===== src/rtl/point_slave_arbiter.sv =====
// Round-robin arbiter that funnels beat bursts from NREQ requesters onto one point-slave link.
// Optional idle-beat grant watchdog is compiled in with POINT_SLAVE_ARBITER_TIMEOUT_EN.
module point_slave_arbiter #(
    parameter int WIDTH     = 8,
    parameter int NREQ      = 4,
    parameter int MAX_BURST = 4,
    parameter int TIMEOUT   = 16
) (
    input  logic                       clock,
    input  logic                       reset_n,
    input  logic [NREQ-1:0]            req,
    input  logic [NREQ-1:0]            last,
    input  logic [NREQ-1:0]            beat_valid,
    input  logic [NREQ*WIDTH-1:0]      beat_data,
    output logic [NREQ-1:0]            gnt,
    output logic [WIDTH-1:0]           tx_data,
    output logic                       tx_valid,
    output logic [$clog2(NREQ)-1:0]    tx_src,
    output logic                       busy,
    output logic                       timeout_err
);
    localparam int SW = $clog2(NREQ);

    if (NREQ < 2 || NREQ > 8) begin : g_bad_nreq
        $error("NREQ out of range");
    end
    if (MAX_BURST < 1 || MAX_BURST > 255) begin : g_bad_burst
        $error("MAX_BURST out of range");
    end
    if (TIMEOUT < 2 || TIMEOUT > 255) begin : g_bad_timeout
        $error("TIMEOUT out of range");
    end

    typedef enum logic [1:0] {IDLE, GRANT, GAP} state_t;

    state_t         state, state_next;
    logic [SW-1:0]  ptr, gidx, sel, idx;
    logic           found;
    logic [7:0]     count, count_inc;
    logic           accept, done, tmo;
    logic [WIDTH-1:0] g_data;

    // Rotating search: the last granted index has the lowest priority.
    always_comb begin
        sel   = ptr;
        idx   = ptr;
        found = 1'b0;
        for (int k = 1; k <= NREQ; k++) begin
            idx = SW'((int'(ptr) + k) % NREQ);
            if (!found && req[idx]) begin
                sel   = idx;
                found = 1'b1;
            end
        end
    end

    assign accept    = (state == GRANT) && beat_valid[gidx];
    assign g_data    = beat_data[gidx*WIDTH +: WIDTH];
    assign count_inc = count + 8'd1;
    assign done      = (state == GRANT) &&
                       ((accept && (last[gidx] || count_inc == 8'(MAX_BURST))) ||
                        !req[gidx] || tmo);
    assign busy      = (state != IDLE);

`ifdef POINT_SLAVE_ARBITER_TIMEOUT_EN
    logic [7:0] idle_cnt, idle_inc;

    assign idle_inc = idle_cnt + 8'd1;
    assign tmo      = (state == GRANT) && !accept && (idle_inc == 8'(TIMEOUT));

    always_ff @(posedge clock or negedge reset_n) begin
        if (!reset_n) begin
            idle_cnt    <= 8'd0;
            timeout_err <= 1'b0;
        end else begin
            timeout_err <= tmo;
            if (state != GRANT || accept || done)
                idle_cnt <= 8'd0;
            else
                idle_cnt <= idle_inc;
        end
    end
`else
    assign tmo         = 1'b0;
    assign timeout_err = 1'b0;
`endif

    always_ff @(posedge clock or negedge reset_n) begin
        if (!reset_n) state <= IDLE;
        else          state <= state_next;
    end

    always_comb begin
        state_next = state;
        case (state)
            IDLE:    if (|req) state_next = GRANT;
            GRANT:   if (done) state_next = GAP;
            GAP:     state_next = IDLE;
            default: state_next = IDLE;
        endcase
    end

    always_ff @(posedge clock or negedge reset_n) begin
        if (!reset_n) begin
            gnt      <= '0;
            tx_data  <= '0;
            tx_valid <= 1'b0;
            tx_src   <= '0;
            count    <= 8'd0;
            ptr      <= SW'(NREQ - 1);
            gidx     <= '0;
        end else begin
            tx_valid <= accept;
            if (accept) begin
                tx_data <= g_data;
                tx_src  <= gidx;
                count   <= count_inc;
            end
            if (state == IDLE && (|req)) begin
                gidx  <= sel;
                gnt   <= NREQ'(1) << sel;
                count <= 8'd0;
            end
            if (done) begin
                gnt <= '0;
                ptr <= gidx;
            end
        end
    end
endmodule


===== config.mk =====
export PLATFORM = sky130hd
export DESIGN_NAME = point_slave_arbiter
export DESIGN_NICKNAME = d
export VERILOG_FILES = /design/src/rtl/point_slave_arbiter.sv
export SDC_FILE = /design/constraint.sdc
export NUM_CORES = 1
export LEC_CHECK = 0
export BUFFER_PORTS_ARGS = -buffer_cell sky130_fd_sc_hd__buf_4
export CORE_MARGIN = 1.5
export CORE_UTILIZATION = 45
export CTS_BUF_LIST = sky130_fd_sc_hd__clkbuf_8
export DETAILED_ROUTE_END_ITERATION = 7
export PLACE_DENSITY_LB_ADDON = 0.15
export SLEW_MARGIN = 0
export SYNTH_ARGS = -nofsm -noshare
export SYNTH_HDL_FRONTEND = slang
export SYNTH_SLANG_ARGS = --single-unit

===== constraint.sdc =====
create_clock -name clock -period 3.49 [get_ports clock]
set_clock_uncertainty 0.05 [all_clocks]
set_input_delay 0.698 -clock clock [delete_from_list [all_inputs] [get_ports clock]]
set_output_delay 0.698 -clock clock [all_outputs]
set_load 0.1 [all_outputs]

Word level (Yosys, flattened, before mapping)
Cells that the tools add are included.
{ "totals": {"input_bits": 46, "out_inout_bits": 17, "elab_cells": 71, "reg_bits": 29} }
{ "classes": {"n_shift": 2, "n_lt_le_gt_ge": 5, "n_addsub": 5, "n_reduce_logical": 19, "n_eq_ne": 4, "n_mux": 28} }
{ "op_table": {"columns": ["op", "count"], "rows": [
  ["32-bit by 6-bit variable part select with 8-bit output", 1],
  ["8-bit two-way mux", 2],
  ["2-bit by 3-bit < comparator with 1-bit output (second input constant)", 5],
  ["1-bit binary-select mux with 2-bit select", 7],
  ["2-bit two-way mux", 6],
  ["1-bit two-way mux", 10],
  ["8-bit by 1-bit adder with 8-bit output (second input constant)", 1],
  ["8-bit by 3-bit == test with 1-bit output (second input constant)", 1],
  ["4-bit two-way mux", 2],
  ["1-bit logical AND", 7],
  ["2-bit nonzero test", 3],
  ["2-bit by 1-bit adder with 2-bit output (second input constant)", 2],
  ["2-bit adder (second input constant)", 2],
  ["1-bit zero test", 4],
  ["2-bit inequality test (second input constant)", 2],
  ["2-bit one-hot mux with 2 select lines", 1],
  ["4-bit OR reduction", 1],
  ["1-bit by 2-bit << shifter with 4-bit output (first input constant)", 1],
  ["2-bit by 1-bit == test with 1-bit output (second input constant)", 1],
  ["2-bit zero test", 1],
  ["1-bit logical OR", 2],
  ["2-bit AND reduction", 1]
]} }

Depth between registers and ports, before layout
Gate-level depths: netlist of the first run.
{ "depth": {"ltp_word": 16, "ltp_mapped": 7, "mapped_depth_nobuf": 6} }

Worst setup path before layout of the first run
OpenSTA, ideal clock, no wires.
{ "synth_path": {"path_kind": "reg2reg", "startpoint": "register count[0]", "endpoint": "register ptr[0]", "setup_time_ps": 82, "period_less_slack_ps": 2061, "n_path_buf": 0, "arrival_ps": 1928, "required_time_ps": 3358, "stages_incl_launch_ff": 7, "setup_slack_ps": 1429, "cell_sequence": "dfrtp_1 ha_1 a311oi_1 a31o_1 nand4_1 o31ai_4 mux2_4"} }
{ "synth_via": {"elab_chain_len": 6} }
{ "synth_rtl": {"columns": ["element", "line", "text"], "rows": [
  ["from (decl)", "39", "logic [7:0] count, count_inc;"],
  ["from (signal assigned)", "117", "count <= count_inc;"],
  ["8-bit by 1-bit adder with 8-bit output", "59", "assign count_inc = count + 8'd1;"],
  ["8-bit by 3-bit == test with 1-bit output", "61", "((accept && (last[gidx] || count_inc == 8'(MAX_BURST))) ||"],
  ["1-bit logical OR", "61", null],
  ["1-bit logical AND", "61", null],
  ["1-bit logical OR", "61", null],
  ["1-bit logical AND", "60", "assign done = (state == GRANT) &&"],
  ["to (signal assigned)", "110", "ptr <= SW'(NREQ - 1);"],
  ["to (signal assigned)", "126", "ptr <= gidx;"],
  ["to (decl)", "37", "logic [SW-1:0] ptr, gidx, sel, idx;"]
]} }
Every way passes these cells.
A chain may end at the register's enable or synchronous reset.

Final worst setup path of the first run
{ "layout_path": {"startpoint": "register gidx[1]", "endpoint": "register count[2]"} }
{ "layout_via": {"elab_chain_len": 4} }
{ "layout_rtl": {"columns": ["element", "line", "text"], "rows": [
  ["from (decl)", "37", null],
  ["from (signal assigned)", "120", "gidx <= sel;"],
  ["1-bit binary-select mux with 2-bit select", "57", "assign accept = (state == GRANT) && beat_valid[gidx];"],
  ["1-bit two-way mux (not written as such)", "57", null],
  ["1-bit logical AND", "57", null],
  ["2-bit nonzero test (no source line)", null, null]
]} }
Every way passes these cells. The select of a mux whose other input is x is not followed.

==> summary.md, run 1 <==
| Metric | Value |
|---|---|
| Outcome | completed |
| RSZ-0062 raised after global routing | false |
| Normalized max-slew margin | 0.5792 |
| Final worst-path cycle share | 0.6964 |
| Hold Fails Final Rpt | 0 |
| Largest net degree at the start of global routing | 30 |
| Grt ovf | 0 |
| Post-CTS sizing | 0 |
| Setup crit end | count[2] |
| GRT Resource Usage Total | 0.2110 |
| CTS tree | done |
| Vias | approximately 1400 |
| Tightest Hold Check Type | in -> async |
| Power per cell area | about 1000 nW/um^2 |
| Max rail drop VDD | a little over 0.7 mV |
| WP data arrival | around 2.6 ns |
| Async SR Flop Fraction | 1.000 |
| Synth top area share | 0.3933 |
| CTS Hold Bufs | 0 |
| Vias in the first global route | ~1500 |
| Placer Congestion | about 0.84 |
| Die height | around 65 um |
| Mapped cell area | between 1500 and 2000 um^2 |
| Yosys reg bits | 29 |
| WL per Instance | between 15 and 20 um |
| Most area-hungry cell type in the Yosys netlist | dfrtp_1 |
| Filler Cell Count | ~300 |
| YS warnings | 0 |
| Vias/cell | between 5 and 6 |
| Synthesized Nets | 200 |
| First-pass GRT wire length | around 6700 um |
| Worst r2r dst | count[2] |
| CTS buffer count | 5 |
| Cell Rows | 22 |
| Post-synth EDFFs | 0 |
| Design area | 2275 um^2 |
| Area Growth Syn to Fin | 32.41% |
| Post-synthesis sequential area ratio | 0.4239 |
| Commonest cells after routing, fill and taps aside | 62 x buf_4, 27 x dfrtp_1, 16 x nand2_1 |
| Critical Path Slowest Stage Cell | dfrtp_1 |
| Commonest non-fill, non-tap cell in the layout | buf_4 |
| Placed Area | 2185 um^2 |
| Pins Over Slew Limit | 0 |
| Nets | 260 |
| CP Cell Sequence | mux4_2, nand2_2, inv_2, nor2_1, o21ai_0, o31ai_1 |
| Initial antenna violation count | 0 |
| Final setup vio count | 0 |
| Mapped Cells | about 150 |
| Crit-path max cell delay | approximately 0.74 ns |
| DRT Wirelength | ~4000 um |
| Total Die Area | about 4200 um^2 |
| Sum Neg Setup Slack | 0 ns |
| Reg-to-reg startpoint | gidx[1] |
| Startpoint Class | register |
| Setup bufs post-CTS | 0 |
| H-tree lvl count | 2 |
| WS Path Type | reg -> reg |
| Post-route DRC | 0 |
| Total power | roughly 2.3 mW |
| Die W | ~65 um |
| Least-Margin Pin Slew | 0.6312 ns |
| Diode count | 0 |
| Fmax | roughly 0.4 GHz |
| Core region area | around 3700 um^2 |
| Syn avg cell area | 11.30 um^2 |
| Post-DP HPWL | 2967 um |
| # port buffers | around 60 |
| Detailed Route Iter0 Violations | about 110 |
| Crit path launch | gidx[1] |
| Most used DFF post-synth | dfrtp_1 |
| CP endpoint kind | register |
| CP required | 3.62 ns |
| Flop-to-flop setup slack | approximately 1.1 ns |
| Count of cell types in the netlist | 50 |
| Root buf cell | clkbuf_8 |
| Initial Utilization | 0.4692 |
| Largest cells by area after synthesis | dfrtp_1 39%, mux4_2 14%, mux2_2 5.2%, o21ai_0 3.8%, nand2_1 3.5% |
| Reg clk slew, reported paths | approximately 0.060 ns |
| I/O pin cnt | 63 |
| Longest Clk Path Bufs | 2 |
| ANT nets after route | 0 |
| Final Critical Period | around 2.4 ns |
| # Max-Cap Violations | 0 |
| Path depth of the worst reg2reg path | 6 |
| First drt pass iteration count | 4 |
| LEAKAGE | roughly 1.0 nW |
| Worst-Skew Late Latency | ~0.28 ns |
| Largest fanout on the critical path | 16 |
| Share of cells above drive strength 1 | 0.4554 |
| # clock sinks | 29 |
-- metal layers --
layer | GRT usage | vias to the layer above | share of wire
li1 | - | 696 | -
met1 | 0.2638 | 716 | 0.43
met2 | 0.3531 | 32 | 0.53
met3 | 0.06597 | 4 | 0.037
met4 | 0.05851 | 0 | 0.0072
met5 | 0 | - | 0
-- power breakdown --
part           leakage [nW]  internal [mW]  switching (mW)
Combinational         0.625          0.453           0.966
Clock                0.0538          0.154           0.120
Sequential            0.367          0.468           0.113
Total                  1.05           1.08            1.20
-- critical path: cells and delay by family (launching register included) --
kind            cells  cell delay, ns
compound gates      2            0.24
flops               1            0.74
mux                 1            0.44
buf+inv             1            0.20
simple gates        2            0.64
-- how the worst min path moves through the flow --
stage                endpoint
floorplan            count[0]
global placement    tx_src[1]
detailed placement  tx_src[1]
CTS                    gnt[3]
global route           gnt[3]
finish                 gnt[3]
-- layout make-up --
class	count	area (um^2)	area share
clock buffer	6	82.58	0.03630
clock inverter	2	7.507	0.003300
inverter	4	15.01	0.006601
multi-input combinational	110	915.9	0.4026
sequential	29	728.2	0.3201
tap	48	60.06	0.02640
timing repair buffer	62	465.4	0.2046
-- synthesized netlist by cell type (all sizes together) (2+ instances only) --
| cell | number |
|---|---|
| clkbuf | 3 |
| mux4 | 11 |
| nand2b | 3 |
| buf | 6 |
| o31ai | 3 |
| mux2 | 11 |
| o21ai | 14 |
| inv | 4 |
| nor2 | 8 |
| nand3 | 4 |
| a31oi | 2 |
| nand4 | 2 |
| ha | 2 |
| nor3 | 2 |
| a21o | 2 |
| dfstp | 2 |
| o41ai | 2 |
| dfrtp | 27 |
| nand2 | 17 |
| a21oi | 5 |
| and3 | 2 |
-- logic make-up after synthesis --
kind of cell / count (synthesis) / share of synthesized area
flip-flops: 29 / 0.4239
other: 1 / 0.002183
AO/OA/AOI/OAI: 39 / 0.1602
buffers and inverters: 13 / 0.04297
adder cells (fa/ha/maj): 2 / 0.01456
AND/OR/NAND/NOR: 45 / 0.1304
multiplexers: 22 / 0.2207
XOR/XNOR: 1 / 0.005099
-- metrics by stage --
step | instances | util | hold slack [ns] | setup slack (ns)
global placement | 253 | 0.5967 | 0.4222 | 1.017
global route | 261 | 0.6213 | 0.3096 | 0.8663
detailed placement | 253 | 0.5967 | 0.4239 | 0.9414
CTS | 261 | 0.6213 | 0.2901 | 1.068
finish | 261 | 0.6213 | 0.2819 | 1.060
floorplan | 152 | - | 0.3524 | 1.429
-- sequential cells by signal, summed over array words and instances, names as in the netlist --
signal and flops:
tx_src 2, ptr 2, gnt 4, tx_valid 1, count 8, gidx 2, tx_data 8, state 2
Power figures use the tool's default switching activity.
==> run 2: changes to the inputs <==
Clock period 3.49 ns to 2.4 ns, I/O delays scaled along.
==> run 2 against run 1 <==
  * Non-clock buffer count grew 5
  * Register-to-register slack lost 0.98 ns
  * Worst hold slack lost 0.22 ns
  * Utilization increased by 0.92 points
  * Critical path type unchanged
  * Highest routed layer unchanged
==> summary.md, run 2 (synthesis results as in run 1) <==
| Metric | Value |
|---|---|
| Die W | between 60 and 70 um |
| Post-DP HPWL | between 3000 and 4000 um |
| Post-layout util | 0.6306 |
| Vias/cell | approximately 5.8 |
| Final worst-path cycle share | 0.9682 |
| H-tree lvl count | 2 |
| Commonest non-fill, non-tap cell in the layout | buf_4 |
| Area Growth Syn to Fin | 34.38% |
| Placer Congestion | 0.8267 |
| # clock sinks | 29 |
| Detailed Route Iter0 Violations | 205 |
| First drt pass iteration count | 4 |
| Non-Filler Instances | between 200 and 300 |
| Final setup vio count | 0 |
| Largest net degree at the start of global routing | 30 |
| Biggest regs | count: 8 flops, tx_data: 8 flops, gnt: 4 flops |
| Max rail drop VDD | around 0.76 mV |
| Normalized max-slew margin | 0.5736 |
| # port buffers | approximately 60 |
| Pins Over Slew Limit | 0 |
| Commonest cells after routing, fill and taps aside | 67 x buf_4, 27 x dfrtp_1, 16 x nand2_1 |
| CTS tree | done |
| CTS buffer count | 5 |
| Filler Cell Count | ~310 |
| Share of cells above drive strength 1 | 0.4700 |
| Nets | roughly 270 |
| Fmax | between 0.4 and 0.5 GHz |
| Worst-Skew Late Latency | between 0.2 and 0.3 ns |
| # Max-Cap Violations | 0 |
| Die height | 64.79 um |
| Tightest Hold Check Type | in -> async |
| DRT Wirelength | 4353 um |
| Longest Clk Path Bufs | 2 |
| Least-Margin Pin Slew | 0.6396 ns |
| Vias | about 1500 |
| WL per Instance | roughly 16 um |
| Power per cell area | roughly 1500 nW/um^2 |
| CTS Hold Bufs | 0 |
| Hold Fails Final Rpt | 0 |
| Post-route DRC | 0 |
| First-pass GRT wire length | just under 7000 um |
| Initial Utilization | 0.4692 |
| Startpoint Class | register |
| ANT nets after route | 0 |
| Diode count | 0 |
| Cell Rows | 22 |
| WP data arrival | 2.47 ns |
| Grt ovf | 0 |
| Total Die Area | roughly 4200 um^2 |
| Initial antenna violation count | 0 |
| Largest fanout on the critical path | 8 |
| Final worst-path setup slack | roughly 0.076 ns |
| Fin Hold WS | between 0.06 and 0.07 ns |
| Final Critical Period | around 2.3 ns |
| Post-CTS sizing | 0 |
| Root buf cell | clkbuf_8 |
| Placed Cells | 256 |
| Core region area | about 3700 um^2 |
| CP required | ~2.5 ns |
| CP endpoint kind | register |
| Outcome | completed |
| GRT Resource Usage Total | 0.2165 |
| I/O pin cnt | between 60 and 70 |
| Dpl ws | between 0.1 and 0.15 ns |
| Reg clk slew, reported paths | about 0.060 ns |
| Vias in the first global route | approximately 1500 |
| WS Path Type | reg -> reg |
| LEAKAGE | ~1.1 nW |
[run 2: changes by cell type in the layout (fill, tap and decap cells not counted)]
cell,change
buf_4,+5
inv_1,-1
[run 2: final cells by class]
| cell class | instances | area, um^2 | area share |
|---|---|---|---|
| Timing Repair Buffer | 67 | 503.0 | 0.2179 |
| Inverter | 4 | 15.01 | 0.006504 |
| Clock inverter | 1 | 3.754 | 0.001626 |
| Clock buffer | 6 | 82.58 | 0.03577 |
| Multi-Input combinational cell | 110 | 915.9 | 0.3967 |
| Sequential cell | 29 | 728.2 | 0.3154 |
| Tap cell | 48 | 60.06 | 0.02602 |
[run 2: path summary, 6_finish.rpt]
| kind | end | slack [ns] | start | depth (start not counted) |
|---|---|---|---|---|
| min in group clock | tx_src[1] | 0.43 | tx_src[1] | 2 |
| max reg2reg | ptr[1] | 0.08 | count[1] | 7 |
| min | gnt[3] | 0.07 | reset_n | 1 |
| max in group asynchronous | ptr[1] | 1.91 | reset_n | 1 |
| min reg2reg | tx_src[1] | 0.43 | tx_src[1] | 2 |
| max | ptr[1] | 0.08 | count[1] | 7 |
[run 2: worst max-delay path, cell delays in order, from the launching register on]
cell      delay (ns)
dfrtp_1         0.47
ha_1            0.30
a311oi_1        0.33
a31o_1          0.14
nand4_1         0.17
o31ai_4         0.29
buf_4           0.19
mux2_4          0.31
[run 2: report_power, final]
part	total (mW)	internal (mW)	switching, mW
logic	2.20	0.709	1.49
clock network	0.397	0.223	0.174
registers	0.804	0.681	0.123
total	3.40	1.61	1.79
[run 2: metal layers]
layer  global-route usage  part of all wire
met5                    0                 0
met3              0.05556             0.052
met1               0.2644              0.39
met2               0.3660              0.54
met4              0.08511             0.020
[run 2: metrics by stage]
step | cell area (um^2) | TNS [ns] | power, mW
floorplan | 1718 | 0 | 2.504
global placement | 2207 | 0 | 2.931
detailed placement | 2207 | 0 | 2.973
CTS | 2293 | 0 | 3.374
global route | 2308 | -0.02891 | 3.565
finish | 2308 | 0 | 3.400
[run 2: timing repair]
action,in CTS,in global routing
hold endpoints to repair,0,0
setup endpoints to repair,0,2
buffers inserted,0,2
